--- config.mk ---
export PLATFORM = sky130hd
export DESIGN_NAME = bus_grant_mux
export DESIGN_NICKNAME = d
export VERILOG_FILES = /design/src/rtl/bus_grant_mux.sv
export SDC_FILE = /design/constraint.sdc
export NUM_CORES = 1
export LEC_CHECK = 0
export ABC_AREA = 1
export CORE_MARGIN = 8
export CORE_UTILIZATION = 34
export DETAILED_ROUTE_END_ITERATION = 7
export HOLD_SLACK_MARGIN = 0.02
export MAX_ROUTING_LAYER = met4
export PLACE_DENSITY = 0.68
export SYNTH_ARGS = -nofsm -noshare
export SYNTH_HDL_FRONTEND = slang
export SYNTH_SLANG_ARGS = --single-unit
--- constraint.sdc ---
create_clock -name clk -period 3.6 [get_ports clk]
set_input_delay 1.08 -clock clk [delete_from_list [all_inputs] [get_ports clk]]
set_output_delay 1.08 -clock clk [all_outputs]
set_load 0.03 [all_outputs]
--- src/rtl/bus_grant_mux.sv ---
// rtl/bus_grant_mux.sv - grant-driven burst mux from four masters onto one slave port
module bus_grant_mux #(
    parameter int AW  = 8,
    parameter int DW  = 8,
    parameter int TMO = 15
) (
    input  logic          clk,
    input  logic          rst,
    input  logic          gnt0,
    input  logic          gnt1,
    input  logic          gnt2,
    input  logic          gnt3,
    input  logic [AW-1:0] addr0,
    input  logic [AW-1:0] addr1,
    input  logic [AW-1:0] addr2,
    input  logic [AW-1:0] addr3,
    input  logic [DW-1:0] wdata0,
    input  logic [DW-1:0] wdata1,
    input  logic [DW-1:0] wdata2,
    input  logic [DW-1:0] wdata3,
    input  logic          we0,
    input  logic          we1,
    input  logic          we2,
    input  logic          we3,
    input  logic [1:0]    len0,
    input  logic [1:0]    len1,
    input  logic [1:0]    len2,
    input  logic [1:0]    len3,
    input  logic          slv_ready,
    output logic          slv_valid,
    output logic [AW-1:0] slv_addr,
    output logic [DW-1:0] slv_wdata,
    output logic          slv_we,
    output logic          done0,
    output logic          done1,
    output logic          done2,
    output logic          done3,
    output logic          busy,
    output logic          err
);

    localparam int TW = (TMO < 2) ? 1 : $clog2(TMO + 1);

    typedef enum logic [1:0] {
        IDLE = 2'd0,
        XFER = 2'd1,
        DONE = 2'd2
    } state_t;

    state_t        state, state_nx;
    logic          err_nx;
    logic [1:0]    owner;
    logic [1:0]    beat;
    logic [1:0]    len_q;
    logic [AW-1:0] base;
    logic          we_q;
    logic [TW-1:0] tmo_cnt;

    logic [2:0]    gnt_cnt;
    logic          one_hot;
    logic          collide;
    logic [1:0]    sel;
    logic [AW-1:0] addr_sel;
    logic          we_sel;
    logic [1:0]    len_sel;
    logic [DW-1:0] wdata_own;
    logic          in_xfer;
    logic          beat_ok;
    logic          last_beat;
    logic          tmo_hit;

    assign gnt_cnt   = {2'b0, gnt0} + {2'b0, gnt1} + {2'b0, gnt2} + {2'b0, gnt3};
    assign one_hot   = (gnt_cnt == 3'd1);
    assign collide   = (gnt_cnt > 3'd1);
    assign in_xfer   = (state == XFER);
    assign beat_ok   = in_xfer && slv_ready;
    assign last_beat = (beat == len_q);
    assign tmo_hit   = in_xfer && !slv_ready && (tmo_cnt == TW'(TMO - 1));

    // Encode the one-hot grant into a master index (only meaningful when one_hot).
    always_comb begin
        sel = 2'd0;
        if (gnt1) sel = 2'd1;
        if (gnt2) sel = 2'd2;
        if (gnt3) sel = 2'd3;
    end

    // Select the granted master's burst parameters for latching.
    always_comb begin
        addr_sel = addr0;
        we_sel   = we0;
        len_sel  = len0;
        case (sel)
            2'd1:    begin addr_sel = addr1; we_sel = we1; len_sel = len1; end
            2'd2:    begin addr_sel = addr2; we_sel = we2; len_sel = len2; end
            2'd3:    begin addr_sel = addr3; we_sel = we3; len_sel = len3; end
            default: begin addr_sel = addr0; we_sel = we0; len_sel = len0; end
        endcase
    end

    // Live write data of the current owner; the slave sees it without a register stage.
    always_comb begin
        case (owner)
            2'd1:    wdata_own = wdata1;
            2'd2:    wdata_own = wdata2;
            2'd3:    wdata_own = wdata3;
            default: wdata_own = wdata0;
        endcase
    end

    // Next-state and error-pulse decode.
    always_comb begin
        state_nx = state;
        err_nx   = 1'b0;
        case (state)
            IDLE: begin
                if (one_hot) begin
                    state_nx = XFER;
                end else if (collide) begin
                    err_nx = 1'b1;
                end
            end
            XFER: begin
                if (beat_ok && last_beat) begin
                    state_nx = DONE;
                end else if (tmo_hit) begin
                    state_nx = IDLE;
                    err_nx   = 1'b1;
                end
            end
            DONE:    state_nx = IDLE;
            default: state_nx = IDLE;
        endcase
    end

    // State and error-pulse registers.
    always_ff @(posedge clk) begin
        if (rst) begin
            state <= IDLE;
            err   <= 1'b0;
        end else begin
            state <= state_nx;
            err   <= err_nx;
        end
    end

    // Burst context: latched on a clean grant, advanced per completed beat, stall counting.
    always_ff @(posedge clk) begin
        if (rst) begin
            owner   <= 2'd0;
            base    <= '0;
            we_q    <= 1'b0;
            len_q   <= 2'd0;
            beat    <= 2'd0;
            tmo_cnt <= '0;
        end else if (state == IDLE) begin
            if (one_hot) begin
                owner   <= sel;
                base    <= addr_sel;
                we_q    <= we_sel;
                len_q   <= len_sel;
                beat    <= 2'd0;
                tmo_cnt <= '0;
            end
        end else if (in_xfer) begin
            if (slv_ready) begin
                tmo_cnt <= '0;
                if (!last_beat) begin
                    beat <= beat + 2'd1;
                end
            end else begin
                tmo_cnt <= tmo_cnt + TW'(1);
            end
        end
    end

    assign slv_valid = in_xfer;
    assign slv_addr  = in_xfer ? (base + AW'(beat)) : '0;
    assign slv_we    = in_xfer && we_q;
    assign slv_wdata = in_xfer ? wdata_own : '0;
    assign busy      = (state != IDLE);
    assign done0     = (state == DONE) && (owner == 2'd0);
    assign done1     = (state == DONE) && (owner == 2'd1);
    assign done2     = (state == DONE) && (owner == 2'd2);
    assign done3     = (state == DONE) && (owner == 2'd3);

endmodule

After elaboration in Yosys (flattened, before gate mapping). Cells that the tools add are included.

Add/subtract/negate cells: 6. Reductions and logical operators: 19. Muxes and demuxes: 27. $lt $le $gt $ge: 1. Eq/ne operators: 14.

Operators by type and width (number): case mux 8 bit (3 select lines) (2); two-way mux 2 bit (10); two-way mux 4 bit (4); two-way mux 8 bit (2); equality test 2 bit (second input constant) (5); logical AND 1 bit (9); adder 8 x 2 -> 8 bit (1); equality test 2 x 1 -> 1 bit (second input constant) (3); case mux 2 bit (3 select lines) (1); AND reduction 2 bit (3); nonzero test 2 bit (3); two-way mux 1 bit (5); adder 4 x 1 -> 4 bit (second input constant) (1); equality test 4 bit (second input constant) (1); zero test 2 bit (2); case mux 2 bit (2 select lines) (1); AND reduction 4 bit (1); adder 2 x 1 -> 3 bit (1); adder 3 x 1 -> 3 bit (1); equality test 3 x 1 -> 1 bit (second input constant) (1); greater-than comparator 3 x 1 -> 1 bit (second input constant) (1); inequality test 3 x 1 -> 1 bit (second input constant) (1); case mux 1 bit (3 select lines) (1); adder 1 x 1 -> 2 bit (1); other kinds (6) (6).

Register bits after elaboration: 22. Logic and storage cells: 75. Output and inout bits: 24. Input port bits: 83.

Logic depth before layout (Yosys ltp).
Depth after elaboration: 7. Depth in mapped cells: 9. Mapped depth without buffers: 9.

Worst setup path before layout. No wires, ideal clock.

Path type: register to output. Start: register beat[0]. End: output slv_addr[6]. Data arrival time: 1.736 ns. Path slack: 0.784 ns. Data required time: 2.520 ns. Cell stages (with the launch flop): 6. Buffers on the path: 0. Cell sequence: dfxtp_1 > ha_1 > fa_1 > nand2_1 > nor4_1 > nor3_1.

Word-level cells in the longest chain between the ends: 2.

RTL lines: from (decl) (line 53) `logic [1:0] beat;`; from (signal assigned) (line 169) `beat <= beat + 2'd1;`; adder 8 x 2 -> 8 bit (line 178) `assign slv_addr = in_xfer ? (base + AW'(beat)) : '0;`; two-way mux 8 bit (line 178); to (decl) (line 31) `output logic [AW-1:0] slv_addr,`.

Every way passes these cells.

Worst setup path in the final report. Same ends and word-level chain as after synthesis.

==> key figures <==
Worst setup path
  – Setup crit end kind: output port
  – Worst Path Max Fanout: 5
  – Setup CP Type: reg2out
  – CP Data Arrival Time: 2.30 ns
  – Startpoint types: flip-flop
  – Req. time, crit path: ~2.5 ns

CTS
  – TritonCTS clock tree: built
  – Clock Tree Buf Depth: 2
  – Cts bufs inserted: 3
  – Hold Buf Count CTS: 0
  – Root Buffer Master: clkbuf_8
  – Clock sinks: 22
  – CTS resizes: 0
  – CTS H-tree lvls: 1
  – Clock Latency Late Sink: between 0.2 and 0.3 ns
  – CTS clock-pin slew for the worst setup and hold paths: approximately 0.08 ns
  – Post-CTS Setup Inserts: 0

Layout
  – Fin nets: 515
  – Synth-to-layout area growth: 58.1%
  – Commonest cells after routing, fill and taps aside: clkdlybuf4s50_1 (98), nand2_1 (73), inv_1 (51)
  – Non-Filler Instances: 493
  – Share of layout cells above drive strength 1: ~7.1%
  – Fin util: a little under three fifths
  – # fillers: 537
  – Commonest non-fill, non-tap cell in the layout: clkdlybuf4s50_1
  – Diode count: 0

GRT
  – Remaining global-route overflow: 0
  – Initial antenna violation count: 0
  – First-pass GRT wire length: about 11 mm
  – Number of global-route vias before repair: 2373
  – Largest net degree at the start of global routing: 17
  – GRT Util Overall: between 10% and 20%

STA
  – Final min period: 3.38 ns
  – Final number of max-transition violations: 0
  – RSZ-0062 raised after global routing: false
  – TNS Setup: 0 ns
  – Final worst path period share: 93.9%
  – Fmax: 296 MHz
  – Worst rel slew slack: 68.4%
  – Slew @ Worst Pin: 0.473 ns
  – Fin Clk Skew: roughly 0.005 ns
  – Final setup viols: 0
  – Final Hold Viols: 0

Power
  – Pwr/cell area: around 300 nW/um2
  – Pwr Total: roughly 930 uW
  – Maximum vdd ir drop: ~0.18 mV
  – Leak: ~1.4 nW

Logic synthesis
  – Top cell type's share of synthesized area: about 23%
  – YS warnings: 0
  – Mapped Area: a little under 2000 um2
  – Count of cell types in the netlist: 28
  – Syn avg cell area: 6.04 um2
  – Synth area leader: dfxtp_1
  – Register bit total from synthesis: 22
  – Mapped Nets: around 410
  – Synth top area cells: dfxtp_1 (23%), nand2_1 (14%), inv_1 (9.8%), a21oi_1 (9.0%), o21ai_0 (8.2%)
  – Post-synthesis sequential area ratio: between 20% and 30%
  – Synth Instances: roughly 320

Flow run
  – Max Cap Viol: 0

Place
  – Final GP Congestion: approximately 0.85
  – DP Cell Count: slightly below 500
  – Dpl hpwl: between 5 and 6 mm
  – Buffers on Ports: ~110

Route
  – Post-route ant nets: 0
  – Drt drc: 0
  – Post-DR vias/cell: approximately 4.7
  – Routed vias: between 2000 and 2500
  – Drt pass-1 iters: 4
  – Final wirelength: 6.25 mm
  – 1st-iter DRT viols: 96
  – Routed WL per cell: between 10 and 15 um

Floorplanning
  – I/O pin count: between 100 and 150
  – Full die area: ~8400 um2
  – CORE AREA: 5510 um2
  – Die Wd: 91.6 um
  – Height of the die: about 90 um
  – Site Rows: 27
  – Initial core utilization: between 30% and 40%

Min path
  – HP Class: reg2reg

Status
  – Status: finished clean
==> layer usage <==
layer,GRT usage [%],wire length (um),vias to the layer above
li1,-,-,1222
met1,18.9,3090,998
met2,24.7,2640,95
met3,3.02,478,2
met4,3.14,44,0
met5,-,0,-
==> where the power goes <==
group | internal [mW] | switching [mW] | total (mW)
Sequential | 0.278 | 0.0308 | 0.309
Clock | 0.0745 | 0.0769 | 0.151
Combinational | 0.209 | 0.261 | 0.470
Total | 0.561 | 0.369 | 0.930
==> synth_stat cells <==
cell and instances:
nand3_4 1, nor2_8 1, nor2_2 3, buf_6 5
or2_1 1, buf_2 6, nand3_1 11, a21oi_1 35
nor3_1 6, a211oi_2 1, inv_1 51, nand3_2 2
nor2_1 37, xnor2_1 1, buf_4 2, nand2_2 5
fa_1 2, o21ai_0 32, nand3b_2 1, inv_2 3
nor4_1 1, a31oi_1 8, nand2_1 73, dfxtp_1 22
or2_2 1, o21ai_1 1, a21oi_2 3, ha_1 7
==> path summary, 6_finish.rpt <==
kind	cells after the start	slack (ns)	to	startpoint
max	7	0.22	slv_addr[6]	beat[0]
min	1	0.51	tmo_cnt[0]	tmo_cnt[0]
max reg2reg	7	2.20	beat[0]	state[0]
min reg2reg	1	0.51	tmo_cnt[0]	tmo_cnt[0]
==> sequential cells by signal (all words and copies together), names as in the netlist <==
signal,count
beat,2
owner,2
we_q,1
tmo_cnt,4
state,2
err,1
len_q,2
base,8
==> cell type report <==
class | instances | area (um2) | share of cell area, %
tap | 72 | 90.1 | 2.93
multi-input combinational | 233 | 1200 | 39.0
timing repair buffer | 109 | 1100 | 35.8
sequential | 22 | 440 | 14.3
clock buffer | 3 | 41.3 | 1.34
inverter | 54 | 203 | 6.59
==> stage by stage <==
step	hold slack [ns]	setup slack, ns	cell area [um2]
after floorplan	0.459	0.784	1950
after global placement	0.485	0.0374	3020
after detailed placement	0.489	0.0190	3020
after CTS	0.508	0.0125	3060
after global routing	0.524	0.0448	3080
final	0.505	0.218	3080
==> critical path: stages, from the launching register on <==
cell and delay [ns]:
dfxtp_1 0.42, ha_1 0.22, fa_1 0.22, nand2_1 0.10
nor2_1 0.15, a21oi_1 0.08, nor3_1 0.17, clkdlybuf4s50_1 0.70
==> cell families (layout without fill, tap and decap cells) <==
group / after synthesis / count (layout) / share of synthesized area (%)
AOI/OAI and AO/OA: 80 / 80 / 22.1
and+or+nand+nor: 143 / 143 / 32.7
buffers and inverters: 67 / 166 / 15.6
adders and majority gates: 9 / 9 / 6.56
xor gates and xnor gates: 1 / 1 / 0.450
DFF: 22 / 22 / 22.6
Note: power is estimated with default switching activity, not from simulation.
